### config.mk
export PLATFORM = sky130hd
export DESIGN_NAME = uart_tx_ctrl
export DESIGN_NICKNAME = d
export VERILOG_FILES = /design/src/rtl/uart_tx_ctrl.sv
export SDC_FILE = /design/constraint.sdc
export NUM_CORES = 1
export LEC_CHECK = 0
export ABC_CLOCK_PERIOD_IN_PS = 2200
export BUFFER_PORTS_ARGS = -buffer_cell sky130_fd_sc_hd__buf_2
export CAP_MARGIN = 20
export CORE_AREA = 2 2 45 47
export DETAILED_ROUTE_END_ITERATION = 6
export DIE_AREA = 0 0 47 49
export PLACE_DENSITY = 0.78
export SLEW_MARGIN = 15
export SYNTH_ARGS = -nofsm -noshare
export SYNTH_HDL_FRONTEND = slang
export SYNTH_SLANG_ARGS = --single-unit
export TNS_END_PERCENT = 20
### constraint.sdc
create_clock -name CLK -period 2.2 [get_ports CLK]
set_input_delay 0 -clock CLK [delete_from_list [all_inputs] [get_ports CLK]]
set_output_delay 0 -clock CLK [all_outputs]
set_load 0.05 [all_outputs]
### src/rtl/uart_tx_ctrl.sv
// UART transmit controller: sequences START, DATA (LSB first), optional PARITY
// and STOP through a five-state FSM. It drives the select for an external TX mux.
// Optional feature macro: UART_TX_BACK2BACK_EN. When it is defined, a request
// seen in STOP chains the next frame directly into START with no IDLE gap.
module uart_tx_ctrl #(
  parameter int DATA_WIDTH = 8
) (
  input  logic                  CLK,
  input  logic                  RST,
  input  logic [DATA_WIDTH-1:0] P_DATA,
  input  logic                  Data_Valid,
  input  logic                  PAR_EN,
  input  logic                  PAR_TYP,
  output logic [1:0]            MUX_Sel,
  output logic                  Start_Bit,
  output logic                  Stop_Bit,
  output logic                  Ser_Data,
  output logic                  Par_Bit,
  output logic                  Busy
);

  localparam int CNT_W = (DATA_WIDTH > 1) ? $clog2(DATA_WIDTH) : 1;
  localparam logic [CNT_W-1:0] LAST_BIT = CNT_W'(DATA_WIDTH - 1);

  localparam logic [1:0] SEL_START  = 2'b00;
  localparam logic [1:0] SEL_DATA   = 2'b01;
  localparam logic [1:0] SEL_PARITY = 2'b11;
  localparam logic [1:0] SEL_STOP   = 2'b10;

  typedef enum logic [2:0] {
    IDLE   = 3'd0,
    START  = 3'd1,
    DATA   = 3'd2,
    PARITY = 3'd3,
    STOP   = 3'd4
  } state_t;

  state_t                 state_q, state_d;
  logic [DATA_WIDTH-1:0]  shift_q, shift_d;
  logic [CNT_W-1:0]       cnt_q, cnt_d;
  logic                   par_en_q, par_en_d;
  logic                   par_typ_q, par_typ_d;
  logic                   par_bit_q, par_bit_d;
  logic [1:0]             mux_sel_q, mux_sel_d;
  logic                   busy_q, busy_d;
  logic                   load;

  // A new word is accepted in IDLE, and also in STOP when frames may be chained.
  always_comb begin
`ifdef UART_TX_BACK2BACK_EN
    load = Data_Valid && ((state_q == IDLE) || (state_q == STOP));
`else
    load = Data_Valid && (state_q == IDLE);
`endif
  end

  // Next-state, datapath and registered-output decode for the frame sequencer.
  always_comb begin
    state_d   = state_q;
    shift_d   = shift_q;
    cnt_d     = cnt_q;
    par_en_d  = par_en_q;
    par_typ_d = par_typ_q;
    par_bit_d = par_bit_q;

    unique case (state_q)
      IDLE:   state_d = IDLE;
      START: begin
        state_d = DATA;
        cnt_d   = '0;
      end
      DATA: begin
        shift_d = shift_q >> 1;
        if (cnt_q == LAST_BIT) begin
          cnt_d   = '0;
          state_d = par_en_q ? PARITY : STOP;
        end else begin
          cnt_d = cnt_q + CNT_W'(1);
        end
      end
      PARITY: state_d = STOP;
      STOP:   state_d = IDLE;
      default: state_d = IDLE;
    endcase

    // Capturing the word freezes the parity controls for the whole frame.
    if (load) begin
      shift_d   = P_DATA;
      par_en_d  = PAR_EN;
      par_typ_d = PAR_TYP;
      par_bit_d = (^P_DATA) ^ PAR_TYP;
      cnt_d     = '0;
      state_d   = START;
    end

    unique case (state_d)
      START:   mux_sel_d = SEL_START;
      DATA:    mux_sel_d = SEL_DATA;
      PARITY:  mux_sel_d = SEL_PARITY;
      default: mux_sel_d = SEL_STOP;
    endcase
    busy_d = (state_d != IDLE);
  end

  // State and datapath registers; reset aborts any frame in progress.
  always_ff @(posedge CLK or negedge RST) begin
    if (!RST) begin
      state_q   <= IDLE;
      shift_q   <= '0;
      cnt_q     <= '0;
      par_en_q  <= 1'b0;
      par_typ_q <= 1'b0;
      par_bit_q <= 1'b0;
      mux_sel_q <= SEL_STOP;
      busy_q    <= 1'b0;
    end else begin
      state_q   <= state_d;
      shift_q   <= shift_d;
      cnt_q     <= cnt_d;
      par_en_q  <= par_en_d;
      par_typ_q <= par_typ_d;
      par_bit_q <= par_bit_d;
      mux_sel_q <= mux_sel_d;
      busy_q    <= busy_d;
    end
  end

  assign MUX_Sel   = mux_sel_q;
  assign Busy      = busy_q;
  assign Par_Bit   = par_bit_q;
  assign Ser_Data  = shift_q[0];
  assign Start_Bit = 1'b0;
  assign Stop_Bit  = 1'b1;

endmodule

**Word level (Yosys, flattened, before mapping)**

Index checks and enable logic that the tools add are counted.

- Output and inout port bits: 7
- Latch bits: 0
- Bits in read-only memories: 0
- Memories kept: 0
- Flip-flop bits (word level): 19
- Word-level logic and storage cells: 32
- Memory bits (writable): 0

- $add $sub $neg: 1
- Multiplexer cells: 10
- Bitwise operators: 1
- Magnitude comparators: 0
- Shift operators: 0
- Reduce and logical (&&, ||, !) cells: 6
- Eq/ne operators: 7
- Div/mod/pow operators: 0
- Multiply operators: 0

Operator list:

| kind | count |
|---|---|
| $mux 8 | 2 |
| $mux 3 | 5 |
| $eq 3x2->1 const B | 4 |
| $pmux 3 s3 | 1 |
| $reduce_xor 8->1 | 1 |
| $eq 3x1->1 const B | 2 |
| $pmux 2 s3 | 1 |
| $pmux 3 s2 | 1 |
| $reduce_bool 3->1 | 2 |
| $add 3x1->3 const B | 1 |
| $eq 3x3->1 const B | 1 |
| $logic_not 3->1 | 1 |
| $reduce_bool 2->1 | 1 |
| $logic_and 1x1->1 | 1 |
| $xor 1x1->1 | 1 |

**Longest topological paths before layout**

- Depth after elaboration: 6
- Depth in mapped cells: 6
- Mapped depth without buffers: 6

**Worst setup path before layout**

No wires, ideal clock.

- Path type: register to register
- Start point: register state_q[2]
- End point: register par_bit_q (netlist: Par_Bit)
- Arrival: 1225 ps
- Cell stages (with the launch flop): 4
- Setup slack: 850 ps
- Required time: 2075 ps
- Path through: dfrtp_1 buf_4 nor4b_4 mux2_4

- Cells in the longest elaborated chain, start to end: 2

RTL lines:

| what | line | RTL |
|---|---|---|
| from (decl) | 38 | `state_t state_q, state_d;` |
| from (signal assigned) | 117 | `state_q <= state_d;` |
| $logic_not 3->1 | 53 | `load = Data_Valid && (state_q == IDLE);` |
| $logic_and 1x1->1 | 53 |  |
| to (signal assigned) | 122 | `par_bit_q <= par_bit_d;` |
| to (decl) | 43 | `logic par_bit_q, par_bit_d;` |

Every way passes these cells.
A chain may end at the register's enable or synchronous reset.

**Worst setup path after layout**

- Start point: register state_q[1]
- End point: register shift_q[7]

- Cells in the longest elaborated chain, start to end: 3
- Elaborated cells between the ends (all ways): 5

RTL lines:

| what | line | RTL |
|---|---|---|
| $logic_not 3->1 | 53 |  |
| $logic_and 1x1->1 | 53 |  |
| $mux 8 / $reduce_bool 2->1 (equally long branches) | -- |  |
| to (signal assigned) | 118 | `shift_q <= shift_d;` |
| to (decl) | 39 | `logic [DATA_WIDTH-1:0] shift_q, shift_d;` |

Several ways; a longest one is shown, not always the timed one.

==> metrics.md <==
| Metric | Value |
|---|---|
| Status | complete, no violations |
| IO Count | 20 |
| Dominant cells by area after synthesis | dfrtp_1, a22o_1, nand2_1 |
| Clock Skews | 0.00789 ns |
| PwrDens | 1340 nW/µm² |
| First-pass GRT wire length | 2820 µm |
| Max frequency | 0.645 GHz |
| Post-synth top cells | dfrtp_1, nand2_1, a22o_1, a22oi_1, nor2_1 |
| Post-Syn Area per Cell | 11.1 µm² |
| Layout Nets | between 100 and 150 |
| Clock power frac | 0.111 |
| DP HPWL | 1110 µm |
| Top-count cell post-synth | dfrtp_1 |
| CTS tree | done |
| Slew Limit Fails | 0 |
| Rows | 16 |
| Synth cell types | 26 |
| Slew HR | 0.647 |
| Chip width | between 40 and 50 µm |
| Clock Sinks | 19 |
| WP data arrival | 1.75 ns |
| Post-place setup slack | ~0.64 ns |
| Startpoint types | flip-flop |
| LEAKAGE | between 0.5 and 0.6 nW |
| Fin crit period | 1.55 ns |
| Area Overhead vs Synth | 21.2% |
| GRT Total Usage | 0.173 |
| Post-Route Setup TNS | 0 ns |
| Die area | 2300 µm² |
| Post-synthesis sequential area ratio | 0.495 |
| Root Driver | clkbuf_4 |
| Post-Synthesis Cells | 87 |
| CTS H-tree depth | 1 |
| Final setup fails | 0 |
| Synth warnings | 0 |
| Synth Net Count | 102 |
| Gr ovfl total | 0 |
| DRT Pass-1 Iters | 3 |
| Post-synth ARST share | 1.00 |
| Syn Std Cell Area | 963 µm² |
| Period Utilization, post-route | 0.705 |
| Max Fanout on Critical Path | 10 |
| NetSw | 676 µW |
| CP required | 2.40 ns |
| Actual slew at the worst max-slew pin | between 0.5 and 0.6 ns |
| Final Wtd Congestion | ~0.76 |
| Initial drt markers | 9 |
| Clock buffer depth | 2 |
| Starting density of the core | 0.523 |
| Port Buffers | 17 |
| Clk_lat worst skew | 0.30 ns |
| Vias per inst | 4.96 |
| Max-Cap Viols | 0 |
| Unrepaired setup endpoints after global routing | no |
| Most used DFF post-synth | dfrtp_1 |
| Antenna viol nets, final | 0 |
| Drt total wl | around 1600 µm |
| Number of synthesized flops with an enable pin | 0 |
| Sequential share of power | 0.418 |
| Cell taking the most area after synthesis | dfrtp_1 |
| Die Span Y | 49 µm |
| Comb pwr share | 0.471 |
| Worst setup EP type | flip-flop |
| Switching share of power | 0.432 |
| Max VDD drop | 0.000859 V |
| Total CTS buffers | 3 |
| Vias in the first global route | 664 |
| Initial antenna violation count | 0 |
| DR WL/cell | 11.6 µm |
| Remaining DRCs | 0 |
| Final WS setup | approximately 0.65 ns |
| Synth top area share | 0.468 |
| Largest net degree at the start of global routing | 20 |
| Share of layout cells above drive strength 1 | 0.248 |
| FF+latch count, synth | 19 |
| Critical path class | reg2reg |
| # diodes | 0 |
| Clock-pin slew on the worst setup and hold paths | ~0.1 ns |
| HP Class | in2reg |
| Hold Vio Cnt, Final | 0 |
| Vias | 695 |
| Internal | 889 µW |
| CORE AREA | 1840 µm² |
==> flip-flops by register name, indices dropped and copies added (netlist names) <==
| signal | cells |
|---|---|
| shift_q | 8 |
| cnt_q | 3 |
| MUX_Sel | 2 |
| Par_Bit | 1 |
| state_q | 3 |
| Busy | 1 |
| par_en_q | 1 |
==> cell usage in the layout (no fill, tap or decap) <==
cell | netlist | final
a22o_1 | 7 | 7
clkbuf_1 | 0 | 1
inv_1 | 2 | 2
clkbuf_4 | 0 | 3
nand2_1 | 15 | 15
ha_1 | 2 | 2
a21oi_1 | 1 | 1
nand2b_1 | 1 | 1
nor2_2 | 1 | 1
nor4b_4 | 1 | 1
a22oi_1 | 6 | 6
mux2_4 | 1 | 1
o21ai_0 | 3 | 3
buf_4 | 5 | 1
dlygate4sd3_1 | 0 | 10
mux2i_1 | 2 | 2
dfrtp_1 | 18 | 18
xor2_1 | 1 | 1
xnor3_1 | 1 | 1
nor3b_4 | 1 | 1
a31o_2 | 1 | 1
buf_2 | 0 | 17
conb_1 | 2 | 2
dfstp_2 | 1 | 1
nor3_1 | 1 | 1
nor2_1 | 6 | 6
xnor2_1 | 5 | 5
or2_2 | 1 | 1
nor3b_1 | 1 | 1
==> path summary, 6_finish.rpt <==
kind / from / end / slack [ns] / cells after the start
max: state_q[1]$_DFF_PN0_ / shift_q[7]$_DFFE_PN0P_ / 0.65 / 3
min reg2reg: shift_q[0]$_DFFE_PN0P_ / shift_q[0]$_DFFE_PN0P_ / 0.48 / 2
min in group asynchronous: RST / Par_Bit$_DFFE_PN0N_ / 0.15 / 2
min: Data_Valid / MUX_Sel[1]$_DFF_PN1_ / 0.05 / 4
max in group asynchronous: RST / MUX_Sel[1]$_DFF_PN1_ / 1.71 / 2
max reg2reg: state_q[1]$_DFF_PN0_ / shift_q[7]$_DFFE_PN0P_ / 0.65 / 3
==> what timing repair did <==
item,4_1_cts,5_1_grt
endpoints found under the hold margin,28,0
buffers inserted,0,0
hold buffers,10,0
gates resized for setup,0,0
==> critical path, cell delays in order, from the launching register on <==
cell and delay, ns:
dfrtp_1 0.52, nor4b_4 0.56, nor2_2 0.17, a22o_1 0.21
==> metal layers <==
layer / wire [µm] / GRT usage / vias up
met4: 35 / 0.0880 / 0
met5: 0 / 0 / -
met1: 755 / 0.213 / 326
met3: 76 / 0.0556 / 5
met2: 755 / 0.265 / 16
li1: - / - / 348
==> area by class of cell <==
type / count / area [µm²]
timing repair buffer: 28 / 193
tap: 27 / 33.8
sequential: 19 / 477
clock buffer: 4 / 26.3
fill: 151 / 674
inverter: 2 / 7.51
multi-input combinational: 60 / 430
==> power groups by stage <==
stage	clock network [mW]	logic (mW)	registers, mW
6_report	0.173	0.738	0.654
5_1_grt	0.197	0.822	0.677
4_1_cts	0.181	0.745	0.650
3_5_place_dp	0	0.728	0.657
3_3_place_gp	0	0.717	0.651
2_1_floorplan	0	0.513	0.754
==> kinds of logic (layout without fill, tap and decap cells) <==
| family | Yosys count | in the layout | share of synthesized area |
|---|---|---|---|
| simple gates | 28 | 28 | 0.158 |
| flops | 19 | 19 | 0.495 |
| compound gates | 18 | 18 | 0.140 |
| buf+inv | 8 | 34 | 0.0584 |
| xor+xnor | 7 | 7 | 0.0779 |
| mux | 3 | 3 | 0.0364 |
| fa+ha+maj | 2 | 2 | 0.0260 |
| other cells | 2 | 2 | 0.00780 |
==> metrics by stage <==
stage	util	area (µm²)	hold WS, ns	power, mW	cells
CTS	0.634	1170	0.0366	1.58	140
global placement	0.565	1040	-0.0479	1.37	126
finish	0.634	1170	0.0487	1.56	140
global route	0.634	1170	0.0420	1.70	140
detailed placement	0.565	1040	-0.0436	1.38	126
floorplan	-	963	-0.296	1.27	87
Power figures use the tool's default switching activity.
